## config.mk

```make
export PLATFORM = sky130hd
export DESIGN_NAME = stream_downsize
export DESIGN_NICKNAME = d
export VERILOG_FILES = /design/src/rtl/stream_pkg.sv /design/src/rtl/lane_picker.sv /design/src/rtl/stream_downsize.sv
export SDC_FILE = /design/constraint.sdc
export NUM_CORES = 1
export LEC_CHECK = 0
export ABC_CLOCK_PERIOD_IN_PS = 1500
export BUFFER_PORTS_ARGS = -buffer_cell sky130_fd_sc_hd__buf_2
export CAP_MARGIN = 40
export CORE_AREA = 2 2 39 41
export DETAILED_ROUTE_END_ITERATION = 8
export DIE_AREA = 0 0 41 43
export GPL_ROUTABILITY_DRIVEN = 0
export PLACE_DENSITY = 0.5
export SLEW_MARGIN = 20
export SYNTH_ARGS = -nofsm -noshare
export SYNTH_HDL_FRONTEND = slang
export SYNTH_SLANG_ARGS = --single-unit
```

## constraint.sdc

```tcl
create_clock -name clk -period 1.5 [get_ports clk]
set_input_delay 0.3 -clock clk [delete_from_list [all_inputs] [get_ports clk]]
set_output_delay 0.3 -clock clk [all_outputs]
set_load 0.005 [all_outputs]
```

## src/rtl/stream_pkg.sv

```systemverilog
// Shared types and mask helpers for the stream width converters.
// Masks are zero-extended to MAX_LANES so one set of functions serves every ratio.
package stream_pkg;

  localparam int unsigned MAX_LANES = 64;
  localparam int unsigned MAX_IDX_W = 6;

  typedef logic [MAX_LANES-1:0] lane_mask_t;
  typedef logic [MAX_IDX_W-1:0] lane_idx_t;

  typedef enum logic {
    ST_IDLE,
    ST_SEND
  } ds_state_e;

  function automatic lane_idx_t lowest_set_idx(input lane_mask_t mask);
    lane_idx_t idx;
    idx = '0;
    // Descending scan so the lowest set bit is the final assignment.
    for (int unsigned i = MAX_LANES; i > 0; i--) begin
      if (mask[i-1]) idx = lane_idx_t'(i - 1);
    end
    return idx;
  endfunction

  function automatic logic onehot_or_zero(input lane_mask_t mask);
    return (mask & (mask - lane_mask_t'(1))) == '0;
  endfunction

  function automatic logic keep_contiguous(input lane_mask_t mask);
    return (mask != '0) && (((mask + lane_mask_t'(1)) & mask) == '0);
  endfunction

endpackage

```

## src/rtl/lane_picker.sv

```systemverilog
// Combinational priority encoder: selects the lowest remaining lane and
// flags when it is the only lane left.
module lane_picker
  import stream_pkg::*;
#(
  parameter int unsigned T_DATA_RATIO = 2
) (
  input  logic [T_DATA_RATIO-1:0]         rem_i,
  output logic [$clog2(T_DATA_RATIO)-1:0] sel_o,
  output logic                            last_lane_o
);

  lane_mask_t mask_ext;

  always_comb begin
    mask_ext                 = '0;
    mask_ext[T_DATA_RATIO-1:0] = rem_i;
    sel_o                    = ($clog2(T_DATA_RATIO))'(lowest_set_idx(mask_ext));
    last_lane_o              = onehot_or_zero(mask_ext) && (rem_i != '0);
  end

endmodule

```

## src/rtl/stream_downsize.sv

```systemverilog
// Wide-to-narrow stream serializer emitting kept lanes lowest-first.
// Optional STREAM_DOWNSIZE_KEEP_CHECK_EN adds err_o for non-contiguous keep.
module stream_downsize
  import stream_pkg::*;
#(
  parameter int unsigned T_DATA_WIDTH = 1,
  parameter int unsigned T_DATA_RATIO = 2
) (
  input  logic                    clk,
  input  logic                    rst_n,
  input  logic [T_DATA_WIDTH-1:0] s_data_i [T_DATA_RATIO-1:0],
  input  logic [T_DATA_RATIO-1:0] s_keep_i,
  input  logic                    s_last_i,
  input  logic                    s_valid_i,
  output logic                    s_ready_o,
  output logic [T_DATA_WIDTH-1:0] m_data_o,
  output logic                    m_last_o,
  output logic                    m_valid_o,
  input  logic                    m_ready_i
`ifdef STREAM_DOWNSIZE_KEEP_CHECK_EN
  ,
  output logic                    err_o
`endif
);

  localparam int unsigned IDX_W = $clog2(T_DATA_RATIO);

  ds_state_e                 state_q, state_d;
  logic [T_DATA_RATIO-1:0]   rem_q, rem_d;
  logic [T_DATA_WIDTH-1:0]   buf_q [T_DATA_RATIO-1:0];
  logic [T_DATA_WIDTH-1:0]   buf_d [T_DATA_RATIO-1:0];
  logic                      buf_last_q, buf_last_d;

  logic [IDX_W-1:0]          sel;
  logic                      last_lane;
  logic                      m_fire;
  logic                      s_fire;

  lane_picker #(
    .T_DATA_RATIO (T_DATA_RATIO)
  ) u_lane_picker (
    .rem_i       (rem_q),
    .sel_o       (sel),
    .last_lane_o (last_lane)
  );

  always_comb begin
    state_d    = state_q;
    rem_d      = rem_q;
    buf_d      = buf_q;
    buf_last_d = buf_last_q;

    m_valid_o = (state_q == ST_SEND);
    m_data_o  = buf_q[sel];
    m_last_o  = buf_last_q && last_lane;
    m_fire    = m_valid_o && m_ready_i;
    // Final beat and next-word acceptance share a cycle for zero-bubble flow.
    s_ready_o = (state_q == ST_IDLE) || (m_fire && last_lane);
    s_fire    = s_valid_i && s_ready_o;

    if (m_fire) begin
      rem_d[sel] = 1'b0;
      if (last_lane) state_d = ST_IDLE;
    end

    if (s_fire) begin
      buf_d      = s_data_i;
      rem_d      = s_keep_i;
      buf_last_d = s_last_i;
      state_d    = (s_keep_i != '0) ? ST_SEND : ST_IDLE;
    end
  end

  always_ff @(posedge clk or negedge rst_n) begin
    if (!rst_n) begin
      state_q    <= ST_IDLE;
      rem_q      <= '0;
      buf_q      <= '{default: '0};
      buf_last_q <= 1'b0;
    end else begin
      state_q    <= state_d;
      rem_q      <= rem_d;
      buf_q      <= buf_d;
      buf_last_q <= buf_last_d;
    end
  end

`ifdef STREAM_DOWNSIZE_KEEP_CHECK_EN
  lane_mask_t keep_ext;
  logic       err_q, err_d;

  always_comb begin
    keep_ext                   = '0;
    keep_ext[T_DATA_RATIO-1:0] = s_keep_i;
    err_d                      = s_fire && !keep_contiguous(keep_ext);
  end

  always_ff @(posedge clk or negedge rst_n) begin
    if (!rst_n) err_q <= 1'b0;
    else        err_q <= err_d;
  end

  assign err_o = err_q;
`endif

endmodule

```

==> out/results.ini <==
[placed_design]
place.detailed.instances=60
dp_hpwl_um=564
port_buffers=12

[route]
vias_per_cell=4.34
drtAntennaViolNets=0
route.detailed.drc=0
firstDrtPassIters=2
routed_wirelength_um=748
mean_routed_wirelength_per_cell_um=11.2
vias_after_detailed_routing=291
detail_route.iter0.violations=2

[synth]
synth_compound_gate_area_share=0.166
synthesis.instances=29
yosys.area_share.simple=0.120
mappedNetlistNets=40
warnings_synthesis=0
synth_cell_types=15
synth_xor_area_frac=0
synth-seq-area-share=0.424
largest_family_of_logic_cells_by_synthesized_area=multiplexers
synth-adder-area-share=0.0707
synthMuxAreaShare=0.187
post_synth_instance_area_um2=354
ys_top_cells_by_area=sky130_fd_sc_hd__dfrtp_1, sky130_fd_sc_hd__mux2_4, sky130_fd_sc_hd__ha_1
syn_avg_cell_area_um2=12.2
yosys.area.top_type_share=0.424
synth_largest_area_cell=sky130_fd_sc_hd__dfrtp_1
postSynthRegisterBits=6

[pwr]
switching_power_uw=372
power.density_cell_area_nw_per_um2=2160
internal_power_uw=797
sw_frac_of_total=0.318
combPwrFrac=0.619
power.static_leakage_nw=0.271
clock_power_share=0.126
vdd.ir_drop.worst_mv=0.890
relative_contribution_of_sequential_cells_to_total_power=0.255

[timing]
worst_slack_ns=-0.110
timing_worst_slew_pin_value_ns=0.296
worst_slew_margin_rel=0.797
timing_limited_maximum_frequency_mhz=621
rsz0062_at_grt=yes
fin_crit_sh=1.07
fin_skew_ns=0.00216
number_of_setup_violations_in_the_final_report=3
min_period_ns=1.61
timing_hold_violations_final=0
worst_hold_check_slack_ns=0.293
timing.final.max_slew_violations=0

[floorplan]
overall_die_area_um2=1760
io_pins=13
core.rowCount=14
initial_utilization=0.256
die_x_um=41
die_y_um=43
core_um2=1380

[setup_path]
crit_required_ns=1.20
crit_type=reg -> out
timing.critical_path.fanout_max=2
timing.critical_path.from_type=register
endpoint_kind=output port
cp_data_arrival_time_ns=1.31

[cts]
cts_made_buffers=3
cts_num_sinks=6
cts_tree=done
cts-root-to-sink-buffers=2
htree_levels=1
clk_transition_reported_paths_ns=0.05
clockRootBuffer=sky130_fd_sc_hd__clkbuf_4
clk-insertion-delay-late_ns=0.24

[global_route]
grt_first_pass_wirelength_um=1180
gr-usage-met1=0.128
grt_overflow=0
grtUsageTotal=0.102
antenna_found_initial=0
largest_net_degree_at_the_start_of_global_routing=7
busiest_layer=met2
grt_use_met3=0.0366
gr-usage-met2=0.144
grt_pass1_vias=298

[outcome]
violations=setup timing
status=finished, violations left

[finish]
layout-drive-gt1-share=0.627
final-instance-count-excl-fill=67
layout-area-overhead-vs-synth_pct=53.0
num_antenna_cells=0
nets=64
layout.cells.most_common_list=sky130_fd_sc_hd__buf_2, sky130_fd_sc_hd__dfrtp_1, sky130_fd_sc_hd__buf_4
most_common_cell_after_layout_fill_and_taps_aside=sky130_fd_sc_hd__buf_2

[job]
cap_violations=0

[worst_hold_path]
hp-class=in -> reg

==> per-stage QoR <==
stage | cell area, um2 | TNS, ns | setup slack [ns] | power (mW) | util
floorplan | 354 | 0 | 0.0427 | 0.632 | -
global placement | 457 | 0 | 0.0325 | 0.837 | 0.330
detailed placement | 457 | 0 | 0.0169 | 0.837 | 0.330
CTS | 527 | -0.267 | -0.132 | 1.13 | 0.381
global route | 542 | -0.375 | -0.148 | 1.26 | 0.392
finish | 542 | -0.184 | -0.110 | 1.17 | 0.392
==> registers in the layout (all words and copies together), names as in the netlist <==
name	flops
buf_last_q	1
buf_q	2
m_valid_o	1
rem_q	2
==> what timing repair did <==
item,4_1_cts,5_1_grt
resized for setup,4,2
hold endpoints to repair,6,0
setup buffers,2,1
endpoints found under the setup margin,3,6
hold buffers,1,0
pin swaps,1,1
==> metal layers <==
layer,routed length (um),share of wire,vias to the layer above
li1,-,-,145
met1,339,0.45,136
met5,0,0,-
met3,65,0.087,0
met2,343,0.46,10
met4,0,0,0
==> cell families after synthesis <==
logic type	count (synthesis)
AOI/OAI and AO/OA	6
adders and majority gates	2
buffers and inverters	3
DFF	6
muxes	5
and+or+nand+nor	7
==> final cells by class <==
cell class / instances / area [um2]
timing repair buffer: 19 / 121
fill: 144 / 842
sequential: 6 / 150
tap: 16 / 20.0
clock buffer: 3 / 22.5
multi-input combinational: 20 / 216
inverter: 3 / 11.3
==> synthesized netlist by cell type, drive strengths merged <==
library cell  number
o211ai             3
mux2i              1
dfrtp              6
o21a               1
inv                3
ha                 2
nand2              4
o21ai              1
o311ai             1
or2b               1
mux2               4
nor2b              2
==> critical path, cell delays in order (launching register included) <==
cell,delay (ns)
sky130_fd_sc_hd__dfrtp_1,0.40
sky130_fd_sc_hd__ha_4,0.29
sky130_fd_sc_hd__nor2b_4,0.04
sky130_fd_sc_hd__or2b_1,0.22
sky130_fd_sc_hd__buf_2,0.13
==> power by group through the flow <==
stage               Sequential, mW  Combinational (mW)  Clock (mW)
floorplan                    0.293               0.339           0
global placement             0.292               0.545           0
detailed placement           0.290               0.547           0
CTS                          0.299               0.676       0.156
global route                 0.310               0.782       0.165
finish                       0.298               0.723       0.147
==> worst paths after layout <==
kind                             startpoint          to  slack [ns]  depth (start not counted)
worst min register to register   buf_last_q  buf_last_q        0.51                          1
worst min-delay path            s_data_i[1]    buf_q[1]        0.29                          2
worst max-delay path               rem_q[1]   s_ready_o       -0.11                          4
max in group asynchronous             rst_n    rem_q[1]        0.93                          2
min in group asynchronous             rst_n    buf_q[1]        0.42                          2
worst max register to register     rem_q[1]    buf_q[0]        0.01                          5
Note: power is estimated with default switching activity, not from simulation.
